`src/rtl/ram_ctrl_pkg.sv`:
```
// Shared constants for the line-fill arbiter: FSM state codes, arbitration modes
// and the counter/offset width helpers derived from the line size.
package ram_ctrl_pkg;

  localparam logic [0:0] ST_IDLE = 1'b0;
  localparam logic [0:0] ST_FILL = 1'b1;

  localparam int ARB_FIXED = 0;
  localparam int ARB_RR    = 1;

  // One extra bit so the counters can reach WORDS_PER_LINE without wrapping.
  function automatic int cnt_w(input int words_per_line);
    return $clog2(words_per_line) + 1;
  endfunction

  function automatic int ofs_w(input int words_per_line);
    return $clog2(words_per_line) + 1;
  endfunction

endpackage

```
`src/rtl/ram_fill_arbiter_if.sv`:
```
// Cache-side and memory-side signals of the line-fill arbiter; slave = arbiter,
// master = the surrounding caches plus memory.
interface ram_fill_arbiter_if #(
  parameter int NUM_REQ = 2,
  parameter int ADDR_W  = 16,
  parameter int DATA_W  = 16
);
  logic                      wr_req;
  logic [ADDR_W-1:0]         wr_addr;
  logic [DATA_W-1:0]         wr_data;
  logic                      wr_ack;
  logic [NUM_REQ-1:0]        miss_req;
  logic [NUM_REQ*ADDR_W-1:0] miss_addr;
  logic [NUM_REQ-1:0]        fill_busy;
  logic [NUM_REQ-1:0]        fill_data_we;
  logic [NUM_REQ-1:0]        fill_tag_we;
  logic [ADDR_W-1:0]         fill_addr;
  logic [DATA_W-1:0]         fill_data;
  logic                      mem_en;
  logic                      mem_wr;
  logic [ADDR_W-1:0]         mem_addr;
  logic [DATA_W-1:0]         mem_wdata;
  logic [DATA_W-1:0]         mem_rdata;
  logic                      mem_valid;

  modport slave (
    input  wr_req, wr_addr, wr_data, miss_req, miss_addr, mem_rdata, mem_valid,
    output wr_ack, fill_busy, fill_data_we, fill_tag_we, fill_addr, fill_data,
           mem_en, mem_wr, mem_addr, mem_wdata
  );

  modport master (
    output wr_req, wr_addr, wr_data, miss_req, miss_addr, mem_rdata, mem_valid,
    input  wr_ack, fill_busy, fill_data_we, fill_tag_we, fill_addr, fill_data,
           mem_en, mem_wr, mem_addr, mem_wdata
  );
endinterface

```
`src/rtl/rr_arbiter.sv`:
```
// One-hot grant from a request vector, fixed priority or round-robin; combinational
// grant, pointer moves to the slot after the winner only when advance is strobed.
module rr_arbiter
  import ram_ctrl_pkg::*;
#(
  parameter int NUM_REQ  = 2,
  parameter int ARB_MODE = ARB_FIXED
) (
  input  logic               clk,
  input  logic               rst,
  input  logic [NUM_REQ-1:0] req,
  input  logic               advance,
  output logic [NUM_REQ-1:0] grant
);

  localparam int PTR_W = (NUM_REQ > 1) ? $clog2(NUM_REQ) : 1;

  logic [PTR_W-1:0] ptr;
  logic [PTR_W-1:0] next_ptr;
  logic             found;
  int               start;
  int               idx;

  // Search starts at the pointer in round-robin mode, at index 0 otherwise.
  always_comb begin
    grant    = '0;
    next_ptr = ptr;
    found    = 1'b0;
    idx      = 0;
    start    = (ARB_MODE == ARB_RR) ? int'(ptr) : 0;
    for (int k = 0; k < NUM_REQ; k++) begin
      idx = (start + k) % NUM_REQ;
      if (!found && req[idx]) begin
        grant[idx] = 1'b1;
        next_ptr   = PTR_W'((idx + 1) % NUM_REQ);
        found      = 1'b1;
      end
    end
  end

  always_ff @(posedge clk) begin
    if (rst) begin
      ptr <= '0;
    end else if (ARB_MODE == ARB_RR && advance && found) begin
      ptr <= next_ptr;
    end
  end

endmodule

```
`src/rtl/ram_fill_arbiter.sv`:
```
// Arbitrates cache line-fill misses plus a single-word write port onto one pipelined memory.
// Writes ack same cycle in IDLE; fills are non-preemptive and stall writes until the line returns.
module ram_fill_arbiter
  import ram_ctrl_pkg::*;
#(
  parameter int NUM_REQ        = 2,
  parameter int ADDR_W         = 16,
  parameter int DATA_W         = 16,
  parameter int WORDS_PER_LINE = 8,
  parameter int ARB_MODE       = ARB_FIXED
) (
  input logic               clk,
  input logic               rst,
  ram_fill_arbiter_if.slave bus
);

  localparam int CNT_W  = cnt_w(WORDS_PER_LINE);
  localparam int OFS_W  = ofs_w(WORDS_PER_LINE);
  localparam int BASE_W = ADDR_W - OFS_W;

  logic [0:0]         state;
  logic [CNT_W-1:0]   issue_cnt;
  logic [CNT_W-1:0]   ret_cnt;
  logic [BASE_W-1:0]  base;
  logic [NUM_REQ-1:0] grant_q;
  logic [NUM_REQ-1:0] arb_grant;
  logic [BASE_W-1:0]  sel_base;

  logic in_idle;
  logic in_fill;
  logic grant_now;
  logic issuing;
  logic returning;
  logic last_ret;

  assign in_idle   = (state == ST_IDLE);
  assign in_fill   = (state == ST_FILL);
  assign grant_now = in_idle && !bus.wr_req && (|bus.miss_req);
  assign issuing   = in_fill && (issue_cnt < CNT_W'(WORDS_PER_LINE));
  assign returning = in_fill && bus.mem_valid;
  assign last_ret  = returning && (ret_cnt == CNT_W'(WORDS_PER_LINE - 1));

  rr_arbiter #(
    .NUM_REQ (NUM_REQ),
    .ARB_MODE(ARB_MODE)
  ) u_arb (
    .clk    (clk),
    .rst    (rst),
    .req    (bus.miss_req),
    .advance(grant_now),
    .grant  (arb_grant)
  );

  always_comb begin
    sel_base = '0;
    for (int i = 0; i < NUM_REQ; i++) begin
      if (arb_grant[i]) sel_base = bus.miss_addr[i*ADDR_W + OFS_W +: BASE_W];
    end
  end

  // Issue and return run independently; only the final return closes the fill.
  always_ff @(posedge clk) begin
    if (rst) begin
      state     <= ST_IDLE;
      issue_cnt <= '0;
      ret_cnt   <= '0;
      base      <= '0;
      grant_q   <= '0;
    end else if (in_idle) begin
      if (grant_now) begin
        state   <= ST_FILL;
        base    <= sel_base;
        grant_q <= arb_grant;
      end
    end else begin
      if (issuing)   issue_cnt <= issue_cnt + CNT_W'(1);
      if (returning) ret_cnt   <= ret_cnt + CNT_W'(1);
      if (last_ret) begin
        state     <= ST_IDLE;
        issue_cnt <= '0;
        ret_cnt   <= '0;
      end
    end
  end

  assign bus.wr_ack       = in_idle && bus.wr_req;
  assign bus.mem_en       = bus.wr_ack || issuing;
  assign bus.mem_wr       = bus.wr_ack;
  assign bus.mem_addr     = issuing ? {base, issue_cnt[CNT_W-2:0], 1'b0} : bus.wr_addr;
  assign bus.mem_wdata    = bus.wr_data;
  assign bus.fill_busy    = in_fill ? grant_q : '0;
  assign bus.fill_data_we = returning ? grant_q : '0;
  assign bus.fill_tag_we  = last_ret ? grant_q : '0;
  assign bus.fill_addr    = returning ? {base, ret_cnt[CNT_W-2:0], 1'b0} : bus.wr_addr;
  assign bus.fill_data    = bus.mem_rdata;

endmodule

```
`src/flat_wrapper.sv`:
```
// flat-port wrapper written by rule: the top's interface ports become plain ports
module ram_fill_arbiter_flat import ram_ctrl_pkg::*;
#(
  parameter int NUM_REQ        = 2,
  parameter int ADDR_W         = 16,
  parameter int DATA_W         = 16,
  parameter int WORDS_PER_LINE = 8,
  parameter int ARB_MODE       = ARB_FIXED
)
  (clk, rst, bus_wr_req, bus_wr_addr, bus_wr_data, bus_miss_req, bus_miss_addr, bus_mem_rdata, bus_mem_valid, bus_wr_ack, bus_fill_busy, bus_fill_data_we, bus_fill_tag_we, bus_fill_addr, bus_fill_data, bus_mem_en, bus_mem_wr, bus_mem_addr, bus_mem_wdata);
  ram_fill_arbiter_if #(.NUM_REQ(NUM_REQ), .ADDR_W(ADDR_W), .DATA_W(DATA_W)) bus_i ();
  input logic clk;
  input logic rst;
  input wire logic [$bits(bus_i.wr_req)-1:0] bus_wr_req;
  input wire logic [$bits(bus_i.wr_addr)-1:0] bus_wr_addr;
  input wire logic [$bits(bus_i.wr_data)-1:0] bus_wr_data;
  input wire logic [$bits(bus_i.miss_req)-1:0] bus_miss_req;
  input wire logic [$bits(bus_i.miss_addr)-1:0] bus_miss_addr;
  input wire logic [$bits(bus_i.mem_rdata)-1:0] bus_mem_rdata;
  input wire logic [$bits(bus_i.mem_valid)-1:0] bus_mem_valid;
  output wire logic [$bits(bus_i.wr_ack)-1:0] bus_wr_ack;
  output wire logic [$bits(bus_i.fill_busy)-1:0] bus_fill_busy;
  output wire logic [$bits(bus_i.fill_data_we)-1:0] bus_fill_data_we;
  output wire logic [$bits(bus_i.fill_tag_we)-1:0] bus_fill_tag_we;
  output wire logic [$bits(bus_i.fill_addr)-1:0] bus_fill_addr;
  output wire logic [$bits(bus_i.fill_data)-1:0] bus_fill_data;
  output wire logic [$bits(bus_i.mem_en)-1:0] bus_mem_en;
  output wire logic [$bits(bus_i.mem_wr)-1:0] bus_mem_wr;
  output wire logic [$bits(bus_i.mem_addr)-1:0] bus_mem_addr;
  output wire logic [$bits(bus_i.mem_wdata)-1:0] bus_mem_wdata;
  assign bus_i.wr_req = bus_wr_req;
  assign bus_i.wr_addr = bus_wr_addr;
  assign bus_i.wr_data = bus_wr_data;
  assign bus_i.miss_req = bus_miss_req;
  assign bus_i.miss_addr = bus_miss_addr;
  assign bus_i.mem_rdata = bus_mem_rdata;
  assign bus_i.mem_valid = bus_mem_valid;
  assign bus_wr_ack = bus_i.wr_ack;
  assign bus_fill_busy = bus_i.fill_busy;
  assign bus_fill_data_we = bus_i.fill_data_we;
  assign bus_fill_tag_we = bus_i.fill_tag_we;
  assign bus_fill_addr = bus_i.fill_addr;
  assign bus_fill_data = bus_i.fill_data;
  assign bus_mem_en = bus_i.mem_en;
  assign bus_mem_wr = bus_i.mem_wr;
  assign bus_mem_addr = bus_i.mem_addr;
  assign bus_mem_wdata = bus_i.mem_wdata;
  ram_fill_arbiter #(.NUM_REQ(NUM_REQ), .ADDR_W(ADDR_W), .DATA_W(DATA_W), .WORDS_PER_LINE(WORDS_PER_LINE), .ARB_MODE(ARB_MODE)) u_core (.clk(clk), .rst(rst), .bus(bus_i));
endmodule
```
`config.mk`:
```
export PLATFORM = sky130hd
export DESIGN_NAME = ram_fill_arbiter_flat
export DESIGN_NICKNAME = d
export VERILOG_FILES = /design/src/rtl/ram_ctrl_pkg.sv /design/src/rtl/ram_fill_arbiter_if.sv /design/src/rtl/rr_arbiter.sv /design/src/rtl/ram_fill_arbiter.sv /design/src/flat_wrapper.sv
export SDC_FILE = /design/constraint.sdc
export NUM_CORES = 1
export LEC_CHECK = 0
export BUFFER_PORTS_ARGS = -buffer_cell sky130_fd_sc_hd__buf_2
export CAP_MARGIN = 10
export CORE_ASPECT_RATIO = 0.7
export CORE_MARGIN = 4
export CORE_UTILIZATION = 33
export DETAILED_ROUTE_END_ITERATION = 7
export PLACE_DENSITY = 0.78
export SYNTH_ARGS = -nofsm -noshare
export SYNTH_HDL_FRONTEND = slang
export SYNTH_SLANG_ARGS = --single-unit
```
`constraint.sdc`:
```
create_clock -name clk -period 1.2 [get_ports clk]
set_input_delay 0.18 -clock clk [delete_from_list [all_inputs] [get_ports clk]]
set_output_delay 0.18 -clock clk [all_outputs]
set_load 0.02 [all_outputs]
```
==> results of run 1 <==
## layer usage
layer | track usage (%) | vias to the layer above | part of all wire (%)
met4 | 3.008 | 0 | 1.0
met1 | 21.19 | 805 | 42
met5 | 0 | - | 0
li1 | - | 854 | -
met3 | 5.802 | 8 | 6.6
met2 | 28.14 | 64 | 51
## metrics by stage
stage / setup TNS (ns) / setup WS (ns)
2_1_floorplan: -0.07322 / -0.009152
3_3_place_gp: -1.732 / -0.1054
3_5_place_dp: -2.483 / -0.1574
4_1_cts: -11.31 / -0.2654
5_1_grt: -15.86 / -0.3530
6_report: -11.34 / -0.2722
## logic make-up (layout without fill, tap and decap cells)
logic type,count (synthesis),count (layout),synth area share (%)
AOI/OAI and AO/OA,60,61,23.94
xor gates and xnor gates,4,4,2.198
adders and majority gates,2,2,1.570
buffers and inverters,60,133,22.45
DFF,23,23,28.89
muxes,6,6,4.160
and+or+nand+nor,57,57,16.80
## sequential cells by signal, indices dropped and copies added, names as in the netlist
name / flops
u_core.base: 12
u_core.issue_cnt: 4
u_core.ret_cnt: 4
u_core.grant_q: 2
u_core.in_fill: 1
## power breakdown
part	leakage, nW	internal (mW)	switching [mW]
clock network	0.0255	0.232	0.260
registers	0.191	0.821	0.0351
logic	0.980	0.545	0.593
## cell usage after synthesis (all sizes together) (4+ instances only)
cell	instances	area [um^2]
o22ai	13	81.33
a21oi	4	20.02
xor2	4	35.03
nand3	4	25.02
inv	14	52.55
mux2	5	56.30
buf	41	286.5
dfxtp	23	460.4
a221oi	12	105.1
o21ai	26	133.9
nand2	30	112.6
nor2	9	41.29
and2	6	37.54
clkbuf	5	18.77
## final cells by class
type	instances	area, um^2
well taps	55	68.82
flip-flops and latches	23	467.9
multi-input cells	130	1069
repair buffers	115	917.1
inverters	14	52.55
clock inverters	1	5.005
clock buffers	3	41.29
fillers	392	1883
## worst min path at each step
| stage | to | cells after the start | slack (ns) | startpoint |
|---|---|---|---|---|
| finish | u_core.grant_q[1] | 2 | 0.20 | rst |
| global route | u_core.grant_q[1] | 2 | 0.18 | rst |
| CTS | u_core.base[0] | 2 | 0.18 | rst |
| detailed placement | bus_fill_data[11] | 0 | 0.36 | bus_mem_rdata[11] |
| global placement | bus_fill_data[11] | 0 | 0.36 | bus_mem_rdata[11] |
| floorplan | u_core.grant_q[0] | 2 | 0.32 | bus_miss_req[0] |
## critical path, stage by stage (launching register included)
cell	delay, ns
dfxtp_4	0.40
nand2_4	0.07
buf_6	0.13
mux2_4	0.29
buf_6	0.13
## what timing repair did
action | CTS | global route
pin swaps | 15 | 6
buffers inserted | 6 | 3
endpoints found under the setup margin | 54 | 63
cloned | 1 | 1
resized for setup | 78 | 67
==> impl_metrics.ini, run 1 <==
[setup_path]
reg2reg_from = u_core.in_fill
critical_path_class = reg2out
start_kind = flip-flop
arrival_ns = 1.29
crit_path_end = bus_fill_addr[1]
timing.rr.end = u_core.ret_cnt[3]
crit_path_end_kind = output pin
critPathRequiredTime_ns = 1.02
r2r_cells = 6
crit_fanout = 4
cp-startpoint = u_core.in_fill
rrSetupSlack_ns = -0.27

[final_layout]
finish.utilization_pct = 58.19
mostFrequentLayoutCell = buf_2
nets = 375
final_cell_area_mm2 = 0.002621
diodes = 0
final_cell_mix = 46 x buf_2, 33 x buf_6, 32 x buf_4, 22 x nand2_1, 19 x dfxtp_1
areaGrowthSynthToFinish_pct = 64.44
drive_above_1_share_pct = 61.89
layout.cells.non_filler = 341

[logic_synthesis]
syn_nets = 300
synth_cell_type_count = 30
async_reset_ff_share_pct = 0
synth_ff_type = dfxtp_1
synth_edf_count = 0
syn_area_per_cell_um2 = 7.519
syn_area_mm2 = 0.001594
yosysSeqAreaShare_pct = 28.89
netlist_instances = 212
ys_ff_latch = 23
yosys_warnings = 0

[worst_hold_path]
hold_path_class = in2reg

[clock_tree]
cts_tree = built
clock_sinks = 23
numCtsBuffers = 3
clk_path_buf_depth = 2
cts_root_buffer = clkbuf_8
cts-hold-fix-buffers = 0
cts.clk_slew.worst_paths_ns = 0.09
cts_max_level = 1
clk_latency_ns = 0.27

[floorplanning]
fp.dieW_um = 91.07
initial_core_util_pct = 35.39
row_count = 20
die_h_um = 66.15
num_io_pins = 159
die-area_mm2 = 0.006024
fp.coreArea_mm2 = 0.004504

[global_route]
grt_max_degree = 26
antenna_found_initial = 0
grt_pass1_wl_mm = 8.176
grt_pass1_vias = 1681
grt-ovfl-total = 0
grt_use_total_pct = 16.79

[pwr]
power_leakage_nw = 1.197
ir_worst_vdd_v = 0.0006656
cellPowerDensity_mw_per_mm2 = 948.2
power_mw = 2.485

[sta]
rsz0062_at_grt = true
tightest_slew_ns = 0.3867
finalCritPeriodShare_pct = 122.7
fin_skew_ns = 0.01189
slew_viol_final = 0
clock.fmax_ghz = 0.6792
worst_slack_ns = -0.2722
setup_violations = 62
maxSlewHeadroom_pct = 74.12
hold_viol_final = 0
holdWs_ns = 0.2021
fin_crit_ns = 1.472

[route]
wl_per_cell_um = 15.36
via_count = 1731
drc = 0
dr.pass1.iters = 4
drt_iter0_markers = 27
antenna_left = 0
drt-total-wl_mm = 5.239
vias_per_cell = 5.076

[place]
dpl.hpwl_mm = 3.489
place_congestion = 0.7698
place_area_mm2 = 0.001964
io_buffers = 86
dp_cells = 327

[outcome]
status = finished with violations
violations = setup timing

[run]
drv_cap = 0
Power figures use the tool's default switching activity.
==> run 2, diff against run 1 <==
Settings changed: CELL_PAD_IN_SITES_DETAIL_PLACEMENT set to 0, CELL_PAD_IN_SITES_GLOBAL_PLACEMENT set to 2, CORE_UTILIZATION 33 to 15, PLACE_DENSITY 0.78 to 0.77.
==> run 2 against run 1 <==
Effect of this change: the flow still finishes with violations (setup timing); via count down 0.29%; critical path depth unchanged; design area up 6.3%; die area up 110%; combinational power up 7%; clock skew down 0.0086 ns; fmax up 0.15%.
==> impl_metrics.ini, run 2 (same netlist as run 1, synthesis figures left out) <==
[global_route]
grt.busiest_layer = met2
grt-ovfl-total = 0
met2_usage_pct = 14.18
antenna_found_initial = 0
met1_usage_pct = 12.84
use_met3_pct = 2.195
grt_max_degree = 22
grt_pass1_vias = 1708
grt_use_total_pct = 9.099
grt_pass1_wl_mm = 8.935

[floorplanning]
initial_core_util_pct = 15.39
die-area_mm2 = 0.01237
fp.dieW_um = 131.2
num_io_pins = 159
fp.coreArea_mm2 = 0.01036
row_count = 31
die_h_um = 94.25

[clock_tree]
cts.clk_slew.worst_paths_ns = 0.06
numCtsBuffers = 3
cts_tree = built
clock_sinks = 23
cts-hold-fix-buffers = 0
clk_latency_ns = 0.25
cts_max_level = 1
cts_root_buffer = clkbuf_16
clk_path_buf_depth = 2

[final_layout]
fillers = 1098
finish.utilization_pct = 26.91
drive_above_1_share_pct = 64.34
mostFrequentLayoutCell = buf_2
nets = 375
final_cell_mix = 50 x buf_2, 30 x buf_6, 30 x buf_4, 19 x dfxtp_1, 16 x nand2_1
multiInputGateArea_mm2 = 0.001107
top_register = u_core.base
diodes = 0
reg_top3 = u_core.base x12, u_core.issue_cnt x4, u_core.ret_cnt x4
regArea_um2 = 467.9
areaGrowthSynthToFinish_pct = 74.80
largest_reg_flops = 12

[sta]
finalCritPeriodShare_pct = 122.5
tightest_slew_ns = 0.3782
clock.fmax_ghz = 0.6802
rsz0062_at_grt = true
slew_viol_final = 0
worst_slack_ns = -0.2701
hold_viol_final = 0
tns_ns = -9.137
setup_violations = 54
fin_skew_ns = 0.003324
maxSlewHeadroom_pct = 74.69
fin_crit_ns = 1.470

[worst_hold_path]
worstHoldPathCells = 2
hp-start = rst
hold_path_end = u_core.ret_cnt[1]
hold_path_class = in2reg

[place]
place_congestion = 0.7157
dpl_worst_slack_ns = -0.1061
dpl.hpwl_mm = 4.320
io_buffers = 86

[setup_path]
crit_path_end_kind = output pin
r2r_cells = 4
critical_path_class = reg2out
critPathRequiredTime_ns = 1.02
start_kind = flip-flop
crit_fanout = 5
reg2reg_from = u_core.in_fill
timing.rr.end = u_core.base[7]
arrival_ns = 1.29
rrSetupSlack_ns = -0.10

[pwr]
cellPowerDensity_mw_per_mm2 = 1005
power_leakage_nw = 1.239
ir_worst_vdd_v = 0.0004975

[route]
vias_per_cell = 4.129
drc = 0
via_count = 1726
drt_iter0_markers = 41
drt-total-wl_mm = 6.078
antenna_left = 0
wl_per_cell_um = 14.54
dr.pass1.iters = 4

[run]
drv_cap = 0

[outcome]
status = finished with violations
violations = setup timing
## run 2: changes by cell type in the layout (fill, tap and decap cells not counted), sizes merged
| cell | delta |
|---|---|
| buf | -1 |
| clkbuf | +1 |
## run 2: metrics by stage
stage	cell area [um^2]	power, mW	instances	hold slack (ns)
6_report	2786	2.802	418	0.2174
5_1_grt	2786	2.969	418	0.2411
4_1_cts	2584	2.705	417	0.2018
3_5_place_dp	2083	1.712	407	0.3601
3_3_place_gp	2083	1.705	407	0.3601
2_1_floorplan	1598	1.500	212	0.3205
## run 2: report_power, final
part | internal (mW) | leakage, nW | switching (mW)
clock | 0.448 | 0.0409 | 0.281
combinational | 0.571 | 1.01 | 0.644
sequential | 0.822 | 0.191 | 0.0355
total | 1.84 | 1.24 | 0.961
## run 2: cell type report
class / count / share of cell area, %
clock buffer: 3 / 2.694
clock inverter: 1 / 0.1796
inverter: 14 / 1.886
multi-input combinational: 130 / 39.74
sequential: 23 / 16.79
tap: 132 / 5.927
timing repair buffer: 115 / 32.78
## run 2: how the worst max path moves through the flow
stage	from	end	slack [ns]	cells past startpoint
after floorplan	u_core.issue_cnt[3]	bus_mem_addr[10]	-0.009	4
after global placement	u_core.in_fill	bus_fill_addr[1]	-0.04	4
after detailed placement	u_core.in_fill	u_core.base[10]	-0.11	4
after CTS	u_core.in_fill	bus_mem_addr[3]	-0.28	4
after global routing	u_core.in_fill	bus_mem_addr[8]	-0.32	4
final	u_core.in_fill	bus_fill_addr[2]	-0.27	4
## run 2: per-layer routing
| metal | vias up | part of all wire [%] |
|---|---|---|
| met4 | 0 | 0.89 |
| met3 | 4 | 4.6 |
| met5 | - | 0 |
| li1 | 855 | - |
| met2 | 48 | 48 |
| met1 | 819 | 47 |
## run 2: worst max-delay path, cell delays in order, from the launching register on
cell and delay [ns]:
dfxtp_4 0.40, nand2_4 0.07, buf_6 0.13, mux2_4 0.30
buf_6 0.13
## run 2: repair_timing
item / 4_1_cts / 5_1_grt
pin swaps: 9 / 12
gates cloned: 1 / 1
setup endpoints to repair: 53 / 62
buffers inserted: 5 / 1
hold endpoints to repair: 0 / 0
resized for setup: 105 / 42
==> run 3, diff against run 2 <==
Settings changed: MAX_ROUTING_LAYER set to met4.
==> run 3 against run 2 <==
Effect of this change: the flow still finishes with violations (setup timing); via count down 0.58%; core utilization rose by 0.073 points; sequential share of layout area about the same; die area unchanged; count of clock-buffer cells in the layout is the same.
==> impl_metrics.ini, run 3 (same netlist as run 1, synthesis figures left out) <==
[final_layout]
finish.utilization_pct = 26.98
reg_top3 = u_core.base x12, u_core.issue_cnt x4, u_core.ret_cnt x4
mostFrequentLayoutCell = buf_2
final_cell_area_mm2 = 0.002794
areaGrowthSynthToFinish_pct = 75.27
diodes = 0
final_cell_mix = 50 x buf_2, 31 x buf_4, 30 x buf_6, 19 x dfxtp_1, 16 x nand2_1
nets = 376
top_register = u_core.base
layout.cells.non_filler = 419
largest_reg_flops = 12
drive_above_1_share_pct = 64.46

[sta]
clock.fmax_ghz = 0.6801
maxSlewHeadroom_pct = 73.95
hold_viol_final = 0
fin_skew_ns = 0.002824
worst_slack_ns = -0.2703
setup_violations = 56
slew_viol_final = 0
finalCritPeriodShare_pct = 122.5
tightest_slew_ns = 0.3907
fin_crit_ns = 1.470
tns_ns = -9.119
rsz0062_at_grt = true

[place]
place_congestion = 0.7240
dp_cells = 407
dpl_worst_slack_ns = -0.1061
io_buffers = 86
dpl.hpwl_mm = 4.320
place_area_mm2 = 0.002083

[floorplanning]
die-area_mm2 = 0.01237
fp.coreArea_mm2 = 0.01036
fp.dieW_um = 131.2
row_count = 31
die_h_um = 94.25
num_io_pins = 159
initial_core_util_pct = 15.39

[clock_tree]
clk_path_buf_depth = 2
cts_root_buffer = clkbuf_16
numCtsBuffers = 3
clock_sinks = 23
cts_tree = built
cts.clk_slew.worst_paths_ns = 0.06
cts-hold-fix-buffers = 0
cts_max_level = 1
clk_latency_ns = 0.25

[route]
drt-total-wl_mm = 6.087
drc = 0
dr.pass1.iters = 4
drt_iter0_markers = 20
via_count = 1716
vias_per_cell = 4.095
wl_per_cell_um = 14.53
antenna_left = 0

[global_route]
grt_pass1_wl_mm = 8.887
grt_pass1_vias = 1724
grt-ovfl-total = 0
antenna_found_initial = 0
grt_use_total_pct = 9.280
grt_max_degree = 22

[outcome]
violations = setup timing
status = finished with violations

[setup_path]
start_kind = flip-flop
crit_path_end_kind = output pin
arrival_ns = 1.29
path_cells = nand2_4, buf_6, mux2_4, buf_6
critPathSlowestCell = dfxtp_4
crit_fanout = 5
rrSetupSlack_ns = -0.09
cpPeakStageDelay_ns = 0.40
timing.critical_path.mode_cell = buf_6
critPathRequiredTime_ns = 1.02
critical_path_class = reg2out

[pwr]
cellPowerDensity_mw_per_mm2 = 1005
ir_worst_vdd_v = 0.0004994
power_leakage_nw = 1.244

[worst_hold_path]
hold_path_class = in2reg

[run]
drv_cap = 0
## run 3: layer usage
metal / share of wire, % / track usage (%) / vias to the layer above
met4: 0.89 / 1.836 / 0
li1: - / - / 855
met5: 0 / - / -
met2: 48 / 14.27 / 52
met3: 5.2 / 1.981 / 4
met1: 46 / 12.68 / 805
## run 3: area by class of cell
cell class	count	area, um^2
inverters	14	52.55
well taps	132	165.2
flip-flops and latches	23	467.9
multi-input cells	130	1107
repair buffers	116	920.9
clock buffers	3	75.07
clock inverters	1	5.005
fillers	1099	7562
## run 3: critical path, delay by kind of cell, from the launching register on
| kind | cells | cell delay, ns |
|---|---|---|
| buffers and inverters | 2 | 0.26 |
| muxes | 1 | 0.30 |
| DFF | 1 | 0.40 |
| and+or+nand+nor | 1 | 0.07 |
## run 3: worst paths after layout
kind	from	end	depth (start not counted)
setup / recovery	u_core.in_fill	bus_fill_addr[2]	4
hold / removal	rst	u_core.ret_cnt[1]	2
setup reg to reg	u_core.in_fill	u_core.grant_q[0]	6
hold reg to reg	u_core.grant_q[1]	u_core.grant_q[1]	2
## run 3: timing repair
action | 4_1_cts | 5_1_grt
gates cloned | 1 | 1
gates resized for setup | 105 | 42
pin swaps | 9 | 12
endpoints found under the setup margin | 53 | 62
buffers inserted | 5 | 2
## run 3: report_power, final
part           internal [mW]  switching [mW]
clock network          0.448           0.282
logic                  0.574           0.645
registers              0.822          0.0358
## run 3: per-stage QoR
step / hold slack, ns / total power, mW
CTS: 0.2018 / 2.705
global route: 0.2411 / 2.973
global placement: 0.3601 / 1.705
floorplan: 0.3205 / 1.500
detailed placement: 0.3601 / 1.712
finish: 0.2182 / 2.808
